### config.mk
export PLATFORM = sky130hd
export DESIGN_NAME = display_link_receiver
export DESIGN_NICKNAME = d
export VERILOG_FILES = /design/src/rtl/display_link_pkg.sv /design/src/rtl/display_link_receiver_sync.sv /design/src/rtl/display_link_receiver.sv
export SDC_FILE = /design/constraint.sdc
export NUM_CORES = 1
export LEC_CHECK = 0
export CORE_UTILIZATION = 40
export CTS_CLUSTER_DIAMETER = 50
export DETAILED_ROUTE_END_ITERATION = 6
export MAX_ROUTING_LAYER = met4
export PLACE_DENSITY = 0.66
export SLEW_MARGIN = 20
export SYNTH_ARGS = -nofsm -noshare
export SYNTH_HDL_FRONTEND = slang
export SYNTH_SLANG_ARGS = --single-unit
### constraint.sdc
create_clock -name clk -period 5 [get_ports clk]
set_clock_uncertainty 0.1 [all_clocks]
set_input_delay 1 -clock clk [delete_from_list [all_inputs] [get_ports clk]]
set_output_delay 1 -clock clk [all_outputs]
set_load 0.01 [all_outputs]
### src/rtl/display_link_pkg.sv
// Shared types and constants for the seven-segment display link receiver.
// A frame is one segment byte followed by an active-low one-hot digit select.
package display_link_pkg;

    localparam int FRAME_BITS  = 16;
    localparam int SEG_BITS    = 8;
    localparam int DIGIT_COUNT = 6;
    localparam int BIT_CNT_W   = 5;
    localparam logic [BIT_CNT_W-1:0] BIT_CNT_MAX = 5'd17;

    typedef logic [SEG_BITS-1:0] seg_t;

    typedef struct packed {
        seg_t       seg_n;
        logic [7:0] sel_n;
    } frame_t;

    // Unused select bits must be high and exactly one digit line may be low.
    function automatic logic sel_is_valid(input logic [7:0] sel_n);
        int zeros;
        zeros = 0;
        for (int k = 0; k < DIGIT_COUNT; k++) begin
            if (!sel_n[k]) zeros++;
        end
        return (sel_n[7:6] == 2'b11) && (zeros == 1);
    endfunction

endpackage

### src/rtl/display_link_receiver_sync.sv
// Multi-stage synchronizer for one link input plus a registered rising-edge
// detector; rise is a one-cycle pulse SYNC_STAGES+1 cycles after the pin edge.
module link_edge_sync #(
    parameter int SYNC_STAGES = 2
) (
    input  logic clk,
    input  logic reset_n,
    input  logic din,
    output logic level,
    output logic rise
);

    logic [SYNC_STAGES-1:0] sync_q, sync_d;
    logic                   prev_q, prev_d;
    logic                   rise_q, rise_d;

    always_comb begin
        sync_d = {sync_q[SYNC_STAGES-2:0], din};
        prev_d = sync_q[SYNC_STAGES-1];
        rise_d = sync_q[SYNC_STAGES-1] & ~prev_q;
    end

    always_ff @(posedge clk) begin
        if (!reset_n) begin
            sync_q <= '0;
            prev_q <= 1'b0;
            rise_q <= 1'b0;
        end else begin
            sync_q <= sync_d;
            prev_q <= prev_d;
            rise_q <= rise_d;
        end
    end

    assign level = sync_q[SYNC_STAGES-1];
    assign rise  = rise_q;

endmodule

### src/rtl/display_link_receiver.sv
// Receiver for the serial seven-segment display link: reassembles 16-bit
// frames, rebuilds the six digit patterns and tracks framing errors/staleness.
module display_link_receiver
    import display_link_pkg::*;
#(
    parameter int SYNC_STAGES  = 2,
    parameter int STALE_CYCLES = 2_000_000
) (
    input  logic        clk,
    input  logic        reset_n,
    input  logic        ledsd_ds,
    input  logic        ledsd_shcp,
    input  logic        ledsd_stcp,
    input  logic        ledsd_bl,
    output logic [47:0] digit_n,
    output logic [5:0]  digit_fresh,
    output logic        blanked,
    output logic        frame_pulse,
    output logic        frame_error,
    output logic [15:0] frame_count
);

    localparam int STALE_W = $clog2(STALE_CYCLES + 1);
    localparam logic [STALE_W-1:0] STALE_MAX = STALE_W'(STALE_CYCLES);

    logic ds_lvl, ds_rise_unused;
    logic shcp_lvl_unused, shcp_rise;
    logic stcp_lvl_unused, stcp_rise;
    logic bl_lvl, bl_rise_unused;

    link_edge_sync #(.SYNC_STAGES(SYNC_STAGES)) u_sync_ds (
        .clk(clk), .reset_n(reset_n), .din(ledsd_ds),
        .level(ds_lvl), .rise(ds_rise_unused)
    );
    link_edge_sync #(.SYNC_STAGES(SYNC_STAGES)) u_sync_shcp (
        .clk(clk), .reset_n(reset_n), .din(ledsd_shcp),
        .level(shcp_lvl_unused), .rise(shcp_rise)
    );
    link_edge_sync #(.SYNC_STAGES(SYNC_STAGES)) u_sync_stcp (
        .clk(clk), .reset_n(reset_n), .din(ledsd_stcp),
        .level(stcp_lvl_unused), .rise(stcp_rise)
    );
    link_edge_sync #(.SYNC_STAGES(SYNC_STAGES)) u_sync_bl (
        .clk(clk), .reset_n(reset_n), .din(ledsd_bl),
        .level(bl_lvl), .rise(bl_rise_unused)
    );

    logic [FRAME_BITS-1:0] shift_q, shift_d;
    logic [BIT_CNT_W-1:0]  bit_cnt_q, bit_cnt_d;
    logic                  frame_pulse_q, frame_pulse_d;
    logic                  frame_error_q, frame_error_d;
    logic [15:0]           frame_count_q, frame_count_d;
    seg_t                  digit_q [DIGIT_COUNT];
    seg_t                  digit_d [DIGIT_COUNT];
    logic [STALE_W-1:0]    stale_q [DIGIT_COUNT];
    logic [STALE_W-1:0]    stale_d [DIGIT_COUNT];
    frame_t                frame_post;
    logic                  accept;

    // A shift landing on the same cycle as the latch is applied first, so the
    // latch check sees the post-shift register and post-increment count.
    always_comb begin
        shift_d   = shift_q;
        bit_cnt_d = bit_cnt_q;
        if (shcp_rise) begin
            shift_d = {shift_q[FRAME_BITS-2:0], ds_lvl};
            if (bit_cnt_q != BIT_CNT_MAX) bit_cnt_d = bit_cnt_q + 5'd1;
        end

        frame_post = frame_t'(shift_d);
        accept     = stcp_rise && (bit_cnt_d == 5'(FRAME_BITS))
                     && sel_is_valid(frame_post.sel_n);

        frame_pulse_d = accept;
        frame_error_d = frame_error_q | (stcp_rise & ~accept);
        frame_count_d = frame_count_q + 16'(accept);
        if (stcp_rise) bit_cnt_d = '0;

        for (int i = 0; i < DIGIT_COUNT; i++) begin
            digit_d[i] = digit_q[i];
            stale_d[i] = (stale_q[i] != STALE_MAX) ? stale_q[i] + STALE_W'(1) : stale_q[i];
            if (accept && !frame_post.sel_n[i]) begin
                digit_d[i] = frame_post.seg_n;
                stale_d[i] = '0;
            end
        end
    end

    always_ff @(posedge clk) begin
        if (!reset_n) begin
            shift_q       <= '0;
            bit_cnt_q     <= '0;
            frame_pulse_q <= 1'b0;
            frame_error_q <= 1'b0;
            frame_count_q <= '0;
            for (int i = 0; i < DIGIT_COUNT; i++) begin
                digit_q[i] <= '1;
                stale_q[i] <= STALE_MAX;
            end
        end else begin
            shift_q       <= shift_d;
            bit_cnt_q     <= bit_cnt_d;
            frame_pulse_q <= frame_pulse_d;
            frame_error_q <= frame_error_d;
            frame_count_q <= frame_count_d;
            for (int i = 0; i < DIGIT_COUNT; i++) begin
                digit_q[i] <= digit_d[i];
                stale_q[i] <= stale_d[i];
            end
        end
    end

    // Freshness is combinational on the counter so it drops on the cycle the
    // counter saturates.
    always_comb begin
        digit_n     = '1;
        digit_fresh = '0;
        for (int i = 0; i < DIGIT_COUNT; i++) begin
            digit_n[8*i +: 8] = digit_q[i];
            digit_fresh[i]    = stale_q[i] < STALE_MAX;
        end
    end

    assign blanked     = bl_lvl;
    assign frame_pulse = frame_pulse_q;
    assign frame_error = frame_error_q;
    assign frame_count = frame_count_q;

endmodule
==> Flow_metrics.wiki, run 1 <==
{| class="wikitable"
! Metric !! Value
|-
| Result of the run || completed
|-
| Most frequent cell after synthesis || sky130_fd_sc_hd__dfxtp_1
|-
| GR Overflow Total || 0
|-
| Critical setup path kind || reg2reg
|-
| Std cell rows || 57
|-
| Worst EP required || roughly 5.3 ns
|-
| Final setup violation count || 0
|-
| Number of different library cells in the post-synthesis netlist || 53
|-
| Number of vias in the routed layout || 7629
|-
| Layout net count || 1214
|-
| Arrival time reported for the critical path endpoint || 4.92 ns
|-
| CTS root buf || sky130_fd_sc_hd__clkbuf_16
|-
| Number of buffers added to fix hold violations after cts || 0
|-
| Routed wire length || 20800 um
|-
| TritonCTS clock tree || yes
|-
| Total instance count after detailed placement || 1480
|-
| Post-Synth Simple-Gate Area || 23.9%
|-
| Share of synthesized area spent on multiplexers || approximately 6.5%
|-
| Fraction of synthesized cell area in xor and xnor cells || around an eighth
|-
| Min Clock Period, post-route || 4.63 ns
|-
| Combinational family with the most area after synthesis || simple AND/OR/NAND/NOR gates
|-
| Die Y || 160 um
|-
| Number of standard cells in the layout, taps in and fillers out || 1533
|-
| Ys Warns || 0
|-
| Number of vias per cell after detailed routing || 4.98
|-
| Standard cell core area || 0.0245 mm2
|-
| # clock sinks || 225
|-
| Final period util || 92.7%
|-
| Number of H-tree levels || 1
|-
| Largest driver fanout on the critical path || 5
|-
| Overall Global Routing Usage || 16.8%
|-
| Cell types occupying the most area after synthesis || sky130_fd_sc_hd__dfxtp_1 45%, sky130_fd_sc_hd__xor2_1 7.6%, sky130_fd_sc_hd__nor2_1 7.5%, sky130_fd_sc_hd__mux2i_1 5.9%, sky130_fd_sc_hd__xnor2_1 4.5%
|-
| Number of antenna violations at the first check in global routing || 0
|-
| Share of cells above drive strength 1 || 7.44%
|-
| Final max-slew violation count || 0
|-
| Number of register bits inferred by synthesis || 225
|-
| Number of instances in the synthesized netlist || 1114
|-
| Worst-path clk slew || 0.06 ns
|-
| Starting utilization of the core area || between 40 and 50%
|-
| LEAKAGE || 4.47 nW
|-
| Final Util || between 40% and 50%
|-
| Number of buffers inserted by port buffering || between 70 and 80
|-
| Arithmetic-cell share of the synthesized area counting full adders, half adders and majority gates || 2.62%
|-
| Sequential element share of the synthesized area || 44.9%
|-
| Clock latency at the later pin of the worst-skew pair || 0.53 ns
|-
| Area share of the largest cell type after synthesis || 44.9%
|-
| Vias in the first global route || 7309
|-
| Number of enable flip-flop cells after synthesis || 0
|-
| Top-level I/O count || 79
|-
| Max VDD drop || 0.212 mV
|-
| Crit path launch type || flip-flop
|-
| Worst-Margin Slew || about 0.72 ns
|-
| Starting DRC count in detailed routing || 366
|-
| Clock buffer count from CTS || 28
|-
| Post-synthesis cell area || between 0.01 and 0.015 mm2
|-
| Die area || 0.0257 mm2
|-
| Layout filler cell count || around 2300
|-
| First-pass GRT wire length || 35400 um
|-
| Kind of end point of the critical path || flip-flop
|-
| Area growth syn-to-layout || 20.2%
|-
| Library cell occupying the most area in the post-synthesis netlist || sky130_fd_sc_hd__dfxtp_1
|-
| Largest net degree at the start of global routing || 73
|-
| Drt wl/cell || 13.6 um
|-
| Post-synthesis compound-gate area fraction || between 5 and 6%
|-
| Power after layout || 0.00389 W
|-
| Antenna cells || 0
|-
| Final hold viol count || 0
|-
| Worst-case setup margin in the final layout || 0.366 ns
|-
| Headroom to the max-slew limit || 52.2%
|-
| Die W || 160 um
|-
| Type of the worst min-delay path || reg2reg
|-
| Fraction of synthesis flops using an asynchronous set or reset pin || 0%
|-
| TritonRoute pass-1 iters || 4
|-
| Syn_area_per_cell || 9.00 um2
|-
| DP Worst Slack || 0.146 ns
|-
| Number of routed nets with antenna violations || 0
|-
| Max Buffers Root-to-Sink || 3
|-
| Worst Hold Slack || 0.273 ns
|-
| Most instantiated cells after synthesis || 225 x sky130_fd_sc_hd__dfxtp_1, 200 x sky130_fd_sc_hd__nor2_1, 87 x sky130_fd_sc_hd__xor2_1, 61 x sky130_fd_sc_hd__nand3_1, 59 x sky130_fd_sc_hd__mux2i_1
|-
| Cells on Worst Hold Path || 1
|-
| Placed wire-length estimate || 14100 um
|-
| Most common flop cell mapped by yosys || sky130_fd_sc_hd__dfxtp_1
|-
| DRC violations left || 0
|-
| Reg2reg path depth || 25
|-
| Last weighted congestion value of the routability-driven placer || between 0.8 and 0.9
|-
| Power per Cell Area || 323 mW/mm2
|-
| Upper clock frequency limit || 216 MHz
|-
| Syn nets || roughly 1100
|-
| Maxcap violations || 0
|}
cell usage in the layout (no fill, tap or decap), types with 12 or more instances in the layout:
master / Yosys / routed
sky130_fd_sc_hd__a21oi_1: 25 / 25
sky130_fd_sc_hd__and2_1: 30 / 30
sky130_fd_sc_hd__and3_1: 25 / 24
sky130_fd_sc_hd__buf_4: 1 / 12
sky130_fd_sc_hd__clkbuf_16: 0 / 29
sky130_fd_sc_hd__clkdlybuf4s50_1: 0 / 77
sky130_fd_sc_hd__dfxtp_1: 225 / 224
sky130_fd_sc_hd__ha_1: 21 / 19
sky130_fd_sc_hd__inv_1: 32 / 30
sky130_fd_sc_hd__mux2i_1: 59 / 59
sky130_fd_sc_hd__nand2_1: 51 / 51
sky130_fd_sc_hd__nand3_1: 61 / 61
sky130_fd_sc_hd__nand4_1: 31 / 31
sky130_fd_sc_hd__nor2_1: 200 / 198
sky130_fd_sc_hd__nor3_1: 25 / 25
sky130_fd_sc_hd__nor4_1: 12 / 12
sky130_fd_sc_hd__o21ai_0: 35 / 34
sky130_fd_sc_hd__o21ai_1: 21 / 22
sky130_fd_sc_hd__xnor2_1: 51 / 50
sky130_fd_sc_hd__xor2_1: 87 / 87
state kept, by name (all words and copies together), names as in the netlist:
| name | flops |
|---|---|
| u_sync_shcp.rise | 1 |
| digit_q | 48 |
| stale_q | 126 |
| bit_cnt_q | 5 |
| u_sync_stcp.prev_q | 1 |
| frame_pulse | 1 |
| u_sync_shcp.sync_q | 2 |
| shift_q | 16 |
| u_sync_stcp.rise | 1 |
| frame_error | 1 |
| u_sync_ds.sync_q | 2 |
| u_sync_stcp.sync_q | 2 |
| frame_count | 16 |
| u_sync_bl.sync_q | 2 |
| u_sync_shcp.prev_q | 1 |
logic make-up after synthesis:
kind of cell / count (synthesis)
buffers and inverters: 80
adders and majority gates: 21
DFF: 225
muxes: 64
and+or+nand+nor: 481
AOI/OAI and AO/OA: 103
xor gates and xnor gates: 140
routing by layer:
layer | GRT usage (%) | up-vias | part of all wire [%]
li1 | - | 3915 | -
met1 | 22.0 | 3554 | 49
met2 | 26.6 | 121 | 44
met3 | 2.92 | 39 | 4.6
met4 | 4.68 | 0 | 2.2
met5 | - | - | 0
through the flow:
stage,area [um2],setup TNS [ns]
6_report,12100,0
3_3_place_gp,11100,0
4_1_cts,12000,0
3_5_place_dp,11100,0
2_1_floorplan,10100,0
5_1_grt,12100,-0.0183
final timing paths:
check / from / end / slack (ns)
worst max register to register: u_sync_shcp.rise$_SDFF_PN0_ / frame_count[14]$_SDFF_PN0_ / 0.37
worst min register to register: u_sync_shcp.prev_q$_SDFF_PN0_ / u_sync_shcp.rise$_SDFF_PN0_ / 0.27
worst max-delay path: u_sync_shcp.rise$_SDFF_PN0_ / frame_count[14]$_SDFF_PN0_ / 0.37
worst min-delay path: u_sync_shcp.prev_q$_SDFF_PN0_ / u_sync_shcp.rise$_SDFF_PN0_ / 0.27
layout make-up:
cell class              instances  area (um2)  area share [%]
multi-input cells             809        5200            43.1
flip-flops and latches        225        4510            37.4
repair buffers                 90         866            7.18
clock buffers                  35         768            6.37
well taps                     324         405            3.36
clock inverters                17         181            1.51
inverters                      33         124            1.03
critical path: stages, from the launching register on:
cell and delay (ns):
sky130_fd_sc_hd__dfxtp_4 0.38, sky130_fd_sc_hd__mux2_4 0.35, sky130_fd_sc_hd__inv_2 0.09, sky130_fd_sc_hd__ha_4 0.22, sky130_fd_sc_hd__xnor2_1 0.13, sky130_fd_sc_hd__ha_1 0.32
sky130_fd_sc_hd__nor2_1 0.12, sky130_fd_sc_hd__nor2_1 0.06, sky130_fd_sc_hd__ha_1 0.28, sky130_fd_sc_hd__o21ai_1 0.13, sky130_fd_sc_hd__a21oi_1 0.06, sky130_fd_sc_hd__o22a_2 0.25
sky130_fd_sc_hd__ha_1 0.20, sky130_fd_sc_hd__nand2b_1 0.09, sky130_fd_sc_hd__xnor2_1 0.13, sky130_fd_sc_hd__mux2i_1 0.14, sky130_fd_sc_hd__xnor2_2 0.24, sky130_fd_sc_hd__o2111ai_4 0.14
sky130_fd_sc_hd__inv_1 0.09, sky130_fd_sc_hd__ha_1 0.18, sky130_fd_sc_hd__ha_2 0.22, sky130_fd_sc_hd__nand2_1 0.09, sky130_fd_sc_hd__nor2_2 0.15, sky130_fd_sc_hd__nand3_1 0.10
sky130_fd_sc_hd__xor2_1 0.15, sky130_fd_sc_hd__nor2_1 0.06
repair_timing:
| action | CTS | global route |
|---|---|---|
| setup endpoints to repair | 0 | 24 |
| buffers inserted | 0 | 1 |
| gates resized for setup | 0 | 10 |
| hold endpoints to repair | 0 | 0 |
report_power, final:
group          switching, W   total, W  leakage [nW]  internal, W
clock network      0.000795    0.00200         0.455      0.00121
registers        0.00000452    0.00180          1.82      0.00180
logic             0.0000593  0.0000872          2.20    0.0000278
total              0.000859    0.00389          4.47      0.00304
No activity file was read; power rests on OpenSTA's default activity.
==> run 2, diff against run 1 <==
--- a/config.mk
+++ b/config.mk
@@ -8,6 +8,7 @@
 export CORE_UTILIZATION = 40
 export CTS_CLUSTER_DIAMETER = 50
 export DETAILED_ROUTE_END_ITERATION = 6
+export HOLD_SLACK_MARGIN = 0.08
 export MAX_ROUTING_LAYER = met4
 export PLACE_DENSITY = 0.66
 export SLEW_MARGIN = 20
==> results of run 2 <==
Same layout as run 1: the final DEF is identical, and so are final timing and power.
==> run 3, diff against run 2 <==
--- a/config.mk
+++ b/config.mk
@@ -5,12 +5,12 @@
 export SDC_FILE = /design/constraint.sdc
 export NUM_CORES = 1
 export LEC_CHECK = 0
-export CORE_UTILIZATION = 40
+export CORE_UTILIZATION = 58
 export CTS_CLUSTER_DIAMETER = 50
 export DETAILED_ROUTE_END_ITERATION = 6
 export HOLD_SLACK_MARGIN = 0.08
 export MAX_ROUTING_LAYER = met4
-export PLACE_DENSITY = 0.66
+export PLACE_DENSITY = 0.84
 export SLEW_MARGIN = 20
 export SYNTH_ARGS = -nofsm -noshare
 export SYNTH_HDL_FRONTEND = slang
==> constraint.sdc (replaced) <==
create_clock -name clk -period 4.71 [get_ports clk]
set_clock_uncertainty 0.1 [all_clocks]
set_input_delay 0.942 -clock clk [delete_from_list [all_inputs] [get_ports clk]]
set_output_delay 0.942 -clock clk [all_outputs]
set_load 0.01 [all_outputs]
==> Flow_metrics.wiki, run 3 (same netlist as run 1, synthesis figures left out) <==
{| class="wikitable"
! Metric !! Value
|-
| TritonRoute pass-1 iters || 5 (+1)
|-
| Die Y || 133 um (-17%)
|-
| Largest net degree at the start of global routing || 73 (unchanged)
|-
| DRC violations left || 0 (unchanged)
|-
| Overall Global Routing Usage || 24.6% (+7.8 points)
|-
| Vias in the first global route || 7527 (+3.0%)
|-
| Kind of end point of the critical path || flip-flop
|-
| Met3 track utilization from global routing || 3.88% (+0.96 points)
|-
| Reg2reg path depth || 26 (+4.0%)
|-
| Top-level I/O count || 79 (unchanged)
|-
| Max VDD drop || 0.284 mV (+34%)
|-
| Combinational group share of total power || 2.3% (about the same)
|-
| Worst path depth || 26 (+4.0%)
|-
| Setup slack of the most critical reg-to-reg path || 0.26 ns (-0.11 ns)
|-
| Startpoint of the worst-slack reg-to-reg timing path || u_sync_shcp.rise$_SDFF_PN0_
|-
| Clock buffer count from CTS || 25 (-11%)
|-
| Headroom to the max-slew limit || 52.7% (+0.51 points)
|-
| Switching Power || 0.000848 W (-1.3%)
|-
| Number of buffers inserted by port buffering || 78 (unchanged)
|-
| Clock latency at the later pin of the worst-skew pair || 0.52 ns (about the same)
|-
| Final setup violation count || 0 (unchanged)
|-
| Layout net count || 1215 (+0.082%)
|-
| Most common cell type on the critical path || sky130_fd_sc_hd__ha_4
|-
| Critical setup path kind || reg2reg
|-
| TritonCTS clock tree || yes
|-
| Starting DRC count in detailed routing || 437 (+19%)
|-
| Part of the power in registers || 48.0% (+1.7 points)
|-
| Max FFs per register || 126 (unchanged)
|-
| Worst EP required || 4.98 ns (-0.31 ns)
|-
| Final period util || 94.5% (+1.8 points)
|-
| Met1 global-route usage || 31.8% (+9.7 points)
|-
| Area growth syn-to-layout || 19.3%
|-
| Slowest cell delay on critical path || 0.38 ns (about the same)
|-
| R2R Path End || frame_count[13]$_SDFF_PN0_
|-
| Setup repair after global routing missed its margin || yes
|-
| GR Overflow Total || 0 (unchanged)
|-
| Antenna cells || 0 (unchanged)
|-
| Drt wl/cell || 14.9 um (+9.4%)
|-
| Final hold viol count || 0 (unchanged)
|-
| Number of H-tree levels || 1 (unchanged)
|-
| Number of antenna violations at the first check in global routing || 0 (unchanged)
|-
| Worst-path clk slew || 0.06 ns (about the same)
|-
| Result of the run || completed
|-
| Reg with most FFs || stale_q
|-
| First-pass GRT wire length || 35300 um (-0.45%)
|-
| Leading cell types in the layout, fill and taps excluded || 224 x sky130_fd_sc_hd__dfxtp_1, 198 x sky130_fd_sc_hd__nor2_1, 87 x sky130_fd_sc_hd__xor2_1
|-
| Net switching share of the total power || 21.3% (-0.79 points)
|-
| Max stage delay cell, worst path || sky130_fd_sc_hd__dfxtp_4
|-
| Routed wire length || 21200 um (+1.7%)
|-
| Arrival time reported for the critical path endpoint || 4.73 ns (-0.19 ns)
|-
| CTS root buf || sky130_fd_sc_hd__clkbuf_16
|-
| Worst-Margin Slew || 0.702 ns (-0.0142 ns)
|-
| CP bufs+invs || 3 (+1)
|-
| Critical path capture point || frame_count[13]$_SDFF_PN0_
|-
| Worst-case setup margin in the final layout || 0.258 ns (-0.108 ns)
|-
| Type of the worst min-delay path || reg2reg
|-
| # clock sinks || 225 (unchanged)
|-
| DP Worst Slack || 0.0491 ns (-0.0971 ns)
|-
| Starting utilization of the core area || 60.0% (+19 points)
|-
| Die W || 133 um (-17%)
|-
| Largest delay contributor family on the critical path || adder cells
|-
| Standard cell core area || 0.0167 mm2 (-32%)
|-
| Top flop regs || stale_q: 126 flops, digit_q: 48 flops
|-
| Placed wire-length estimate || 13800 um (-2.2%)
|-
| Final max-slew violation count || 0 (unchanged)
|-
| Leading cell type in the layout, fill and taps excluded || sky130_fd_sc_hd__dfxtp_1
|-
| Met2 track demand over resource || 39.9% (+13 points)
|-
| Number of vias per cell after detailed routing || 5.49 (+10%)
|-
| LEAKAGE || 4.47 nW (about the same)
|-
| Die area || 0.0178 mm2 (-31%)
|-
| Internal power component || 0.00314 W (+3.4%)
|-
| Crit path launch type || flip-flop
|-
| GRT busiest layer || met2
|-
| Total instance count after detailed placement || 1378 (-6.9%)
|-
| Last weighted congestion value of the routability-driven placer || 0.899 (+4.7%)
|-
| CP Launch Point || u_sync_shcp.rise$_SDFF_PN0_
|-
| Number of routed nets with antenna violations || 0 (unchanged)
|-
| Number of vias in the routed layout || 7833 (+2.7%)
|-
| Share of cells above drive strength 1 || 8.21% (+0.76 points)
|-
| Share of total power in the clock network || 49.7% (-1.7 points)
|-
| Std cell rows || 47 (-18%)
|-
| Max Buffers Root-to-Sink || 3 (unchanged)
|-
| Power per Cell Area || 333 mW/mm2 (+3.2%)
|-
| Layout filler cell count || 1233 (-46%)
|-
| Largest driver fanout on the critical path || 5 (unchanged)
|-
| Maxcap violations || 0 (unchanged)
|-
| Number of standard cells in the layout, taps in and fillers out || 1426 (-7.0%)
|-
| Upper clock frequency limit || 225 MHz (+4.1%)
|-
| Min Clock Period, post-route || 4.45 ns (-0.182 ns)
|}
run 3: cell types whose count changed in the layout (fill, tap and decap cells not counted), sizes merged:
cell and change:
buf +4, inv +3, clkinv -3, clkbuf -3, clkinvlp -4
run 3: layout make-up:
cell class / count / area, um2 / area share, %
multi-input combinational: 809 / 5290 / 44.2
sequential: 225 / 4510 / 37.7
timing repair buffer: 94 / 896 / 7.49
clock buffer: 32 / 722 / 6.03
tap: 220 / 275 / 2.30
clock inverter: 13 / 138 / 1.15
inverter: 33 / 131 / 1.10
run 3: timing repair:
| item | in CTS | in global routing |
|---|---|---|
| setup endpoints to repair | 0 | 146 |
| hold buffers | 0 | 0 |
| buffers inserted | 0 | 3 |
| hold endpoints to repair | 0 | 0 |
| resized for setup | 0 | 14 |
run 3: power groups by stage:
stage                     sequential, W  combinational [W]  clock, W
after floorplan                 0.00196          0.0000662         0
after global placement          0.00196          0.0000897         0
after detailed placement        0.00196          0.0000907         0
after CTS                       0.00192          0.0000911   0.00201
after global routing            0.00191           0.000101   0.00210
final                           0.00191          0.0000926   0.00198
run 3: per-stage QoR:
stage | hold WS, ns | utilization (%) | setup TNS (ns) | power (W) | instance area, um2
final | 0.278 | 71.6 | 0 | 0.00399 | 12000
after global placement | 0.273 | 65.9 | 0 | 0.00205 | 11000
after floorplan | 0.260 | - | -0.407 | 0.00202 | 10100
after global routing | 0.283 | 71.6 | -0.0646 | 0.00411 | 12000
after CTS | 0.282 | 71.0 | 0 | 0.00402 | 11900
after detailed placement | 0.274 | 65.9 | 0 | 0.00205 | 11000
run 3: worst min path at each step:
stage | start | to | depth (start not counted)
floorplan | u_sync_shcp.prev_q$_SDFF_PN0_ | u_sync_shcp.rise$_SDFF_PN0_ | 1
global placement | u_sync_stcp.prev_q$_SDFF_PN0_ | u_sync_stcp.rise$_SDFF_PN0_ | 1
detailed placement | u_sync_shcp.prev_q$_SDFF_PN0_ | u_sync_shcp.rise$_SDFF_PN0_ | 1
CTS | u_sync_shcp.prev_q$_SDFF_PN0_ | u_sync_shcp.rise$_SDFF_PN0_ | 1
global route | u_sync_shcp.prev_q$_SDFF_PN0_ | u_sync_shcp.rise$_SDFF_PN0_ | 1
finish | u_sync_shcp.prev_q$_SDFF_PN0_ | u_sync_shcp.rise$_SDFF_PN0_ | 1
run 3: routing by layer:
metal	routed length [um]	up-vias
met2	9860	175
met1	9860	3726
met3	1090	33
met5	0	-
met4	392	0
li1	-	3899
==> edit 1: new RTL, settings of run 1 <==
Set the package constant `BIT_CNT_MAX` to 5'd12 (it was 5'd17).
--- a/src/rtl/display_link_pkg.sv
+++ b/src/rtl/display_link_pkg.sv
@@ -7,5 +7,5 @@
     localparam int DIGIT_COUNT = 6;
     localparam int BIT_CNT_W   = 5;
-    localparam logic [BIT_CNT_W-1:0] BIT_CNT_MAX = 5'd17;
+    localparam logic [BIT_CNT_W-1:0] BIT_CNT_MAX = 5'd12;
 
     typedef logic [SEG_BITS-1:0] seg_t;
Behaviour: no difference found for any inputs over 10 cycles, from zero or initial values and one cycle with reset_n low; that may be too few to reach the edited logic, so the function may still have changed.
==> edit 1 against run 1 <==
Design area up 3.5%. Total power up 2.8%. Area after synthesis rose by 3.3%. First-iteration DRC count up 21%. Worst hold slack worse by 2.9 ps. Global-route usage shrank 0.21 points. Sequential cell count did not move. Setup slack got worse by 67 ps. Synthesized cell count grew 1.5%. Routed wire length is 0.90% higher. Critical endpoint is now frame_count[12]$_SDFF_PN0_. Largest cell class unchanged. Largest power group unchanged. Highest routed layer unchanged.
==> edit 1: results (changes against run 1) <==
[metrics] number of buffers added by the clock tree synthesis step: 30 (was 28)
[metrics] global routing usage on met3: 0.0275 (was 0.0292)
[metrics] violation count after the first detailed-routing iteration: 443 (was 366)
[metrics] Finished Layout Cells: 1558 (was 1533)
[metrics] Compound-Gate Fraction of Synth Area: 0.0557 (was 0.0584)
[metrics] run status: finished clean (unchanged)
[metrics] GRT Overall Usage: 0.166 (was 0.168)
[metrics] Crit-path slowest cell: sky130_fd_sc_hd__mux2_4 (was sky130_fd_sc_hd__dfxtp_4)
[metrics] GP Congestion: 0.803 (was 0.859)
[metrics] Mapped Avg Cell Area: 9.16 µm² (was 9.00 µm²)
[metrics] Arr. time, crit path: 5020 ps (was 4920 ps)
[metrics] post-detailed-placement cell area: 11400 µm² (was 11100 µm²)
[metrics] routed length per instance: 13.5 µm (was 13.6 µm)
[metrics] via count of the first global-routing pass: 7305 (was 7309)
[metrics] multiplexer share of the synthesized area: 0.0721 (was 0.0652)
[metrics] share of final-layout standard cells stronger than drive strength 1: 0.0806 (was 0.0744)
[metrics] largest net degree at the start of global routing: 112 (was 73)
[metrics] Lkg Pwr: 4.50 nW (was 4.47 nW)
[metrics] detailed-route vias per instance: 4.92 (was 4.98)
[metrics] final-layout fill cell count: 2368 (was 2290)
[metrics] registers with the highest flip-flop counts: stale_q: 126 flops, digit_q: 48 flops (unchanged)
[metrics] Area contributors post-synth: sky130_fd_sc_hd__dfxtp_1 (43%), sky130_fd_sc_hd__mux2i_1 (6.7%), sky130_fd_sc_hd__xor2_1 (5.7%) (was sky130_fd_sc_hd__dfxtp_1 (45%), sky130_fd_sc_hd__xor2_1 (7.6%), sky130_fd_sc_hd__nor2_1 (7.5%))
[metrics] cell count after placement: 1502 (was 1480)
[metrics] H-tree depth reported by CTS: 1 (unchanged)
[metrics] met1 track demand over resource: 0.229 (was 0.220)
[metrics] Adder-Cell Fraction of Synth Area: 0.0254 (was 0.0262)
[metrics] net count after synthesis: 1158 (was 1141)
[metrics] Post-synth top cells: sky130_fd_sc_hd__dfxtp_1 (225), sky130_fd_sc_hd__nor2_1 (143), sky130_fd_sc_hd__mux2i_1 (69), sky130_fd_sc_hd__nor2b_1 (69), sky130_fd_sc_hd__xor2_1 (68) (was sky130_fd_sc_hd__dfxtp_1 (225), sky130_fd_sc_hd__nor2_1 (200), sky130_fd_sc_hd__xor2_1 (87), sky130_fd_sc_hd__nand3_1 (61), sky130_fd_sc_hd__mux2i_1 (59))
[metrics] proportion of synthesized chip area in sequential cells: 0.435 (was 0.449)
[metrics] placed wire-length estimate: 14100 µm (about the same)
## edit 1: through the flow
stage,power [mW],setup WS (ps),hold slack [ps]
after CTS,4.06,131,274
after detailed placement,1.91,185,272
after floorplan,1.89,7.87,260
after global routing,4.14,-0.496,291
after global placement,1.92,307,270
final,4.00,299,270
## edit 1: report_power, final
| group | internal [mW] | switching, mW | leakage (nW) | total (mW) |
|---|---|---|---|---|
| logic | 0.0254 | 0.0508 | 2.18 | 0.0763 |
| registers | 1.80 | 0.00180 | 1.82 | 1.80 |
| clock network | 1.32 | 0.806 | 0.501 | 2.13 |
| total | 3.14 | 0.859 | 4.50 | 4.00 |
## edit 1: layout make-up
| type | count | area (µm²) | area share |
|---|---|---|---|
| Multi-Input combinational cell | 823 | 5540 | 0.444 |
| Sequential cell | 225 | 4510 | 0.361 |
| Clock buffer | 40 | 860 | 0.0689 |
| Timing Repair Buffer | 88 | 853 | 0.0684 |
| Tap cell | 330 | 413 | 0.0331 |
| Clock inverter | 15 | 165 | 0.0132 |
| Inverter | 37 | 139 | 0.0111 |
## edit 1: path summary, 6_finish.rpt
| path | slack [ps] | to | cells after the start | from |
|---|---|---|---|---|
| setup / recovery | 300 | frame_count[12]$_SDFF_PN0_ | 25 | u_sync_shcp.rise$_SDFF_PN0_ |
| hold / removal | 270 | u_sync_shcp.rise$_SDFF_PN0_ | 1 | u_sync_shcp.prev_q$_SDFF_PN0_ |
| setup reg to reg | 300 | frame_count[12]$_SDFF_PN0_ | 25 | u_sync_shcp.rise$_SDFF_PN0_ |
| hold reg to reg | 270 | u_sync_shcp.rise$_SDFF_PN0_ | 1 | u_sync_shcp.prev_q$_SDFF_PN0_ |
## edit 1: cells by family (layout without fill, tap and decap cells)
group	Yosys count	in the layout
multiplexers	74	74
flip-flops	225	225
XOR/XNOR	137	137
AO/OA/AOI/OAI	94	94
AND/OR/NAND/NOR	497	497
buffers and inverters	83	180
adder cells (fa/ha/maj)	21	21
## edit 1: routing by layer
| metal | share of wire | vias to the layer above |
|---|---|---|
| met3 | 0.041 | 35 |
| met2 | 0.43 | 133 |
| li1 | - | 3957 |
| met4 | 0.022 | 0 |
| met1 | 0.51 | 3548 |
| met5 | 0 | - |
## edit 1: what timing repair did
item,4_1_cts,5_1_grt
hold buffers,0,0
gates resized for setup,0,7
hold endpoints to repair,0,0
setup buffers,0,1
setup endpoints to repair,0,5
==> edit 2: new RTL, settings of run 1 <==
Without the edit above. Remove the register `frame_pulse_q`: a continuous assignment takes its place, so the output `frame_pulse` follows one clock earlier.
--- a/src/rtl/display_link_receiver.sv
+++ b/src/rtl/display_link_receiver.sv
@@ -91,5 +91,4 @@
             shift_q       <= '0;
             bit_cnt_q     <= '0;
-            frame_pulse_q <= 1'b0;
             frame_error_q <= 1'b0;
             frame_count_q <= '0;
@@ -101,5 +100,4 @@
             shift_q       <= shift_d;
             bit_cnt_q     <= bit_cnt_d;
-            frame_pulse_q <= frame_pulse_d;
             frame_error_q <= frame_error_d;
             frame_count_q <= frame_count_d;
@@ -110,4 +108,6 @@
         end
     end
+
+    assign frame_pulse_q = frame_pulse_d;
 
     // Freshness is combinational on the counter so it drops on the cycle the
Function: same outputs for any inputs over 10 cycles, from zero or initial values and one cycle with reset_n low; that may be too few to reach the edited logic, so the function may still have changed.
==> edit 2 against run 1 <==
Area after synthesis about the same. Sequential share of layout area is 0.27 points lower. Worst hold slack got worse by 1.8 ps. Highest routed layer unchanged. Sequential cell count fell by 1. Non-clock buffer count grew 16. First-iteration DRC count grew 4.4%. Routed wire length is 0.25% higher. Final cell count grew 0.65%. Design area is 0.29% higher. Total power shrank 4.4%. Setup slack worse by 570 ps. The flow now finishes with violations (negative setup slack).
==> edit 2: results (changes against run 1) <==
[metrics] flop2flop setup slack: 240 ps (was 370 ps)
[metrics] met1 track demand over resource: 0.224 (was 0.220)
[metrics] final-stage net count: 1228 (was 1214)
[metrics] Adder-Cell Fraction of Synth Area: 0.0262 (about the same)
[metrics] share of final-layout standard cells stronger than drive strength 1: 0.0870 (was 0.0744)
[metrics] Final setup violation count: 1 (was 0)
[metrics] endpoint of the lowest-slack register-to-register path: frame_count[13]$_SDFF_PN0_ (was frame_count[14]$_SDFF_PN0_)
[metrics] Met1 Routed Length: 10400 µm (was 10200 µm)
[metrics] Critical Path Fanout Max: 3 (was 5)
[metrics] post-detailed-placement cell area: 11100 µm² (about the same)
[metrics] proportion of synthesized chip area in sequential cells: 0.447 (was 0.449)
[metrics] Post-Synth XOR/XNOR Area: 0.119 (was 0.124)
[metrics] clock network area share: 0.0698 (was 0.0788)
[metrics] GR Util met2: 0.256 (was 0.266)
[metrics] cell count after placement: 1487 (was 1480)
[metrics] Slew @ Worst Pin: 714 ps (was 717 ps)
[metrics] relative area of non-clock buffer cells in the final design: 0.0817 (was 0.0718)
[metrics] fin worst setup slack: -204 ps (was 366 ps)
[metrics] number of buffers added by the clock tree synthesis step: 27 (was 28)
[metrics] violated checks: negative setup slack
[metrics] via count of the first global-routing pass: 7120 (was 7309)
[metrics] Area growth syn-to-layout: 20.6% (was 20.2%)
[metrics] run status: complete, but fails checks (was finished clean)
[metrics] Post-Route Hold Slack: 271 ps (was 273 ps)
[metrics] net count after synthesis: 1139 (was 1141)
[metrics] non-clock buffer count: 106 (was 90)
[metrics] detailed-route vias per instance: 4.98 (about the same)
[metrics] Post-synth top cells: sky130_fd_sc_hd__dfxtp_1 (224), sky130_fd_sc_hd__nor2_1 (191), sky130_fd_sc_hd__xor2_1 (82), sky130_fd_sc_hd__nand2_1 (64), sky130_fd_sc_hd__nand3_1 (59) (was sky130_fd_sc_hd__dfxtp_1 (225), sky130_fd_sc_hd__nor2_1 (200), sky130_fd_sc_hd__xor2_1 (87), sky130_fd_sc_hd__nand3_1 (61), sky130_fd_sc_hd__mux2i_1 (59))
[metrics] detailed-routed wire length on met3: 771 µm (was 955 µm)
[metrics] Lkg Pwr: 4.43 nW (was 4.47 nW)
[metrics] Seq. cell area: 4490 µm² (was 4510 µm²)
[metrics] Compound-Gate Fraction of Synth Area: 0.0590 (was 0.0584)
[metrics] largest net degree at the start of global routing: 43 (was 73)
[metrics] Inverters, non-clock: 32 (was 33)
[metrics] aggregate negative setup slack: -204 ps (was 0 ps)
[metrics] Distinct cells, synth: 52 (was 53)
[edit 2: changes by cell type in the layout (fill, tap and decap cells not counted), sizes merged, moves of 3 or more]
cell    change
buf        +17
nand2      +13
nor2        -8
and3        -5
clkinv      -5
xor2        -5
and4        +3
o21ai       -3
o311ai      +3
[edit 2: critical path, delay by kind of cell, from the launching register on]
kind	cells	cell delay (ps)
compound gates	2	540
fa+ha+maj	4	980
mux	2	440
buf+inv	3	280
simple gates	5	460
flops	1	360
xor+xnor	3	520
[edit 2: power groups by stage]
stage	Combinational (mW)	Sequential, mW	Clock (mW)
final	0.0938	1.80	1.83
after floorplan	0.0633	1.84	0
after CTS	0.0929	1.80	1.88
after detailed placement	0.0911	1.84	0
after global placement	0.0908	1.84	0
after global routing	0.102	1.80	1.97
[edit 2: what timing repair did]
| item | 4_1_cts | 5_1_grt |
|---|---|---|
| setup buffers | 5 | 4 |
| pin swaps | 8 | 7 |
| setup endpoints to repair | 1 | 1 |
| gates resized for setup | 12 | 5 |
